`config.mk`:
```
export PLATFORM = sky130hd
export DESIGN_NAME = d_register_universal
export DESIGN_NICKNAME = d
export VERILOG_FILES = /design/src/rtl/d_register_universal.sv
export SDC_FILE = /design/constraint.sdc
export NUM_CORES = 1
export LEC_CHECK = 0
export BUFFER_PORTS_ARGS = -buffer_cell sky130_fd_sc_hd__buf_4
export CAP_MARGIN = 20
export CORE_AREA = 3 3 59 45
export DETAILED_ROUTE_END_ITERATION = 8
export DIE_AREA = 0 0 62 48
export MAX_ROUTING_LAYER = met4
export PLACE_DENSITY_LB_ADDON = 0.12
export SYNTH_ARGS = -nofsm -noshare
export SYNTH_HDL_FRONTEND = slang
export SYNTH_SLANG_ARGS = --single-unit
export TNS_END_PERCENT = 50
```
`constraint.sdc`:
```
create_clock -name clk -period 1.4 [get_ports clk]
set_input_delay 0.28 -clock clk [delete_from_list [all_inputs] [get_ports clk]]
set_output_delay 0.28 -clock clk [all_outputs]
set_load 0.02 [all_outputs]
```
`src/rtl/d_register_universal.sv`:
```
// d_register_universal
//   WIDTH-bit register with synchronous reset/set, load-enable and four modes:
//   parallel load, shift left, shift right and (optionally) rotate left.
//   A saturating shift counter and a done flag let a parent block use it as a
//   parallel-to-serial converter without external counting.
//
//   Optional feature macro: D_REGISTER_UNIVERSAL_ROTATE_EN
//     defined   : mode 11 rotates left and counts as a shift
//     undefined : mode 11 is a full hold (Q, serial_out, shift_count unchanged)
//
// Ports
//   clk          rising-edge clock
//   reset        synchronous active-high reset (highest priority)
//   set          synchronous active-high set to all ones (below reset)
//   en           operation enable; low holds all state
//   mode         00 load, 01 shift left, 10 shift right, 11 rotate left
//   data         parallel load value
//   serial_in    fill bit for the vacated end in shift modes
//   Q / Q_bar    register contents and its complement
//   serial_out   registered bit most recently shifted/rotated out
//   shift_count  shifts since last load/set/reset, saturates at WIDTH
//   shift_done   high while shift_count == WIDTH
module d_register_universal #(
  parameter int               WIDTH       = 8,
  parameter logic [WIDTH-1:0] RESET_VALUE = {WIDTH{1'b0}}
) (
  input  logic                         clk,
  input  logic                         reset,
  input  logic                         set,
  input  logic                         en,
  input  logic [1:0]                   mode,
  input  logic [WIDTH-1:0]             data,
  input  logic                         serial_in,
  output logic [WIDTH-1:0]             Q,
  output logic [WIDTH-1:0]             Q_bar,
  output logic                         serial_out,
  output logic [$clog2(WIDTH+1)-1:0]   shift_count,
  output logic                         shift_done
);

  localparam int            CW      = $clog2(WIDTH+1);
  localparam logic [CW-1:0] CNT_MAX = CW'(WIDTH);

  typedef enum logic [1:0] {
    M_LOAD = 2'b00,
    M_SHL  = 2'b01,
    M_SHR  = 2'b10,
    M_ROL  = 2'b11
  } mode_e;

  // Counter value after one more shift; holds once the word is exhausted.
  logic [CW-1:0] cnt_next;
  assign cnt_next = (shift_count == CNT_MAX) ? shift_count : shift_count + CW'(1);

  always_ff @(posedge clk) begin
    if (reset) begin
      Q           <= RESET_VALUE;
      serial_out  <= 1'b0;
      shift_count <= '0;
    end else if (set) begin
      Q           <= {WIDTH{1'b1}};
      serial_out  <= 1'b0;
      shift_count <= '0;
    end else if (en) begin
      case (mode_e'(mode))
        M_LOAD: begin
          // serial_out deliberately keeps the last shifted bit
          Q           <= data;
          shift_count <= '0;
        end
        M_SHL: begin
          serial_out  <= Q[WIDTH-1];
          Q           <= {Q[WIDTH-2:0], serial_in};
          shift_count <= cnt_next;
        end
        M_SHR: begin
          serial_out  <= Q[0];
          Q           <= {serial_in, Q[WIDTH-1:1]};
          shift_count <= cnt_next;
        end
        M_ROL: begin
`ifdef D_REGISTER_UNIVERSAL_ROTATE_EN
          serial_out  <= Q[WIDTH-1];
          Q           <= {Q[WIDTH-2:0], Q[WIDTH-1]};
          shift_count <= cnt_next;
`else
          // rotate disabled: mode 11 is a hold
          Q           <= Q;
`endif
        end
        default: Q <= Q;
      endcase
    end
  end

  // Derived straight from the registers so they can never disagree with them.
  assign Q_bar      = ~Q;
  assign shift_done = (shift_count == CNT_MAX);

endmodule

```
==> reports/qor.txt <==
Port bufs: 36
Register Area: 268 sq um
Status: finished, violations left
Crit-path cells: inv_4 -> ha_4 -> and3b_2 -> buf_6
Combinational power share: 37.8%
Post-synthesis mux area share: 2.48%
Post-DRT Antenna Nets: 0
Setup CP Type: flip-flop to output pin
Largest net degree at the start of global routing: 17
Mean Syn Cell Area: 8.85 sq um
Simple-Gate Fraction of Synth Area: 12.8%
Hold depth: 2
Rows: 14
Net Switching: 0.385 mW
Routed Wire Length: 2.49 mm
Clock Path Buffers: 2
Synth Area in Adders: 8.75%
Worst hold path class: input port to flip-flop
Async S/R FF share, synth: 0%
Type of origin of the critical path: flip-flop
Leakage: 0.634 nW
# diodes: 0
Boundary Pins: 37
Crit share post-route: 103%
Placed cell count: 169
P per Cell Area: 818 mW/mm^2
Post-synth EDFFs: 0
Clk pin slew, worst setup/hold paths: 0.09 ns
Total track usage: 18.0%
Total iterations of the first detailed-routing run: 4
Synthesized area: 858 sq um
Die footprint: 0.00298 sq mm
# clock sinks: 13
Chip width: 62 um
Nets@finish: 168
IR drop worst, VDD: 0.489 mV
Share of layout cells above drive strength 1: 52.1%
Number of global-route vias before repair: 732
Least-Margin Pin Slew: 0.358 ns
First-pass GRT wire length: 3.66 mm
Initial antenna violation count: 0
Core footprint: 0.00212 sq mm
Sequential fraction of design power: 40.3%
Setup violators final: 1
WP data required: 1.12 ns
FF-to-FF path depth: 6
Largest family of logic cells by synthesized area: compound AO/OA/AOI/OAI gates
Layout area overhead: 55.7%
Internal power: 0.707 mW
Dpl hpwl: 1.77 mm
Starting Density: 40.5%
Initial DRC count: 24
Drt wl/cell: 14.0 um
GRT overflow: 0
Syn nets: 118
Clk Latency, worst-skew pair: 0.28 ns
Largest stage delay, worst path: 0.36 ns
Top_reg_cell synth: dfxtp_1
Final Non-Filler Cells: 178
Clk_skew: 0.00687 ns
CTS tree: built
Worst path slowest cell: dfxtp_4
Worst Setup End Kind: output pin
Critical path arrival: 1.17 ns
Multi-input logic area: 549 sq um
Mapped Cells: 97
Slew Limit Headroom: 76.2%
Fin. Hold Viols: 0
XOR/XNOR Fraction of Synth Area: 0%
FILL cells: 186
Violated checks: setup timing
Setup_tns: -0.0450 ns
RSZ-0062 raised after global routing: true
Post-synthesis compound-gate area fraction: 34.7%
Tmin final: 1.45 ns
Post-synthesis register bit count: 13
Synthesis warning total: 0
Final worst setup slack: -0.0450 ns
Via count: 902
H-tree level count: 1
Unique masters post-synth: 27
# DRC: 0
Final GP Congestion: 0.749
Switching share of total power: 35.3%
Vias per cell: 5.07
Crit path max fanout: 2
Fmax: 692 MHz
Clk pwr share: 21.9%
Max Cap Viol: 0
Die height: 48 um
Max-slew violation count: 0
Hold-fix buffers, CTS: 0
Post-synthesis sequential area ratio: 30.3%
Root Buffer: clkbuf_4
Num CTS Buffers: 3
## sequential cells by signal (all words and copies together) (netlist names)
register     cells
serial_out       1
shift_count      4
Q                8
## area by class of cell
| class | instances | area share, % |
|---|---|---|
| sequential | 13 | 20.0 |
| timing repair buffer | 51 | 29.9 |
| tap | 32 | 3.00 |
| inverter | 13 | 4.03 |
| multi-input combinational | 65 | 41.1 |
| clock buffer | 4 | 1.97 |
## routing by layer
metal	share of wire [%]	wire (um)	GRT usage (%)
met3	7.6	190	5.93
met5	0	0	-
met4	0.44	11	2.54
met1	47	1160	23.5
met2	45	1120	27.5
## worst paths after layout
kind	start	end	slack, ns
worst min register to register	serial_out	serial_out	0.53
worst max-delay path	shift_count[0]	shift_done	-0.05
worst max register to register	shift_count[0]	shift_count[0]	0.04
worst min-delay path	en	serial_out	0.26
## per-stage QoR
| stage | worst slack (ns) | cell area (sq um) | power (mW) | util (%) | hold slack, ns |
|---|---|---|---|---|---|
| 2_1_floorplan | 0.0165 | 870 | 0.659 | - | 0.393 |
| 3_3_place_gp | -0.166 | 1220 | 0.835 | 57.7 | 0.502 |
| 3_5_place_dp | -0.217 | 1220 | 0.840 | 57.7 | 0.514 |
| 4_1_cts | -0.0394 | 1300 | 1.09 | 61.2 | 0.243 |
| 5_1_grt | -0.0997 | 1340 | 1.16 | 63.0 | 0.254 |
| 6_report | -0.0450 | 1340 | 1.09 | 63.0 | 0.262 |
## cells in the mapped netlist, types with 3 or more instances
library cell / number / area, sq um
a211oi_2: 8 / 100
a21oi_1: 3 / 15.0
dfxtp_1: 13 / 260
a22oi_1: 8 / 60.1
a211o_1: 8 / 70.1
inv_1: 13 / 48.8
nor2_1: 9 / 33.8
ha_1: 6 / 75.1
nand2_1: 6 / 22.5
## power by group through the flow
| stage | clock network (mW) | logic [mW] | registers, mW |
|---|---|---|---|
| after floorplan | 0 | 0.185 | 0.474 |
| after global placement | 0 | 0.389 | 0.446 |
| after detailed placement | 0 | 0.393 | 0.447 |
| after CTS | 0.252 | 0.402 | 0.438 |
| after global routing | 0.275 | 0.441 | 0.446 |
| final | 0.239 | 0.413 | 0.440 |
## timing repair
| item | CTS | global route |
|---|---|---|
| gates resized for setup | 6 | 6 |
| setup buffers | 4 | 1 |
| endpoints found under the setup margin | 1 | 5 |
| pin swaps | 1 | 3 |
## placed cells by master (no fill, tap or decap), types with 2 or more instances in the layout
master / instances
buf_4: 49
dfxtp_1: 11
inv_1: 11
nor2_1: 9
a211oi_2: 8
a211o_1: 8
a22oi_1: 7
nand2_1: 6
ha_1: 5
clkbuf_4: 3
inv_4: 2
a21oi_1: 2
nand3_1: 2
dfxtp_4: 2
## critical path, delay by kind of cell, from the launching register on
kind / cells / cell delay, ns
DFF: 1 / 0.36
and+or+nand+nor: 1 / 0.20
buffers and inverters: 2 / 0.17
adders and majority gates: 1 / 0.15
## kinds of logic after synthesis
| kind of cell | count (synthesis) |
|---|---|
| AOI/OAI and AO/OA | 34 |
| adders and majority gates | 6 |
| buffers and inverters | 19 |
| DFF | 13 |
| muxes | 2 |
| and+or+nand+nor | 23 |
(Power assumes the default switching activity.)
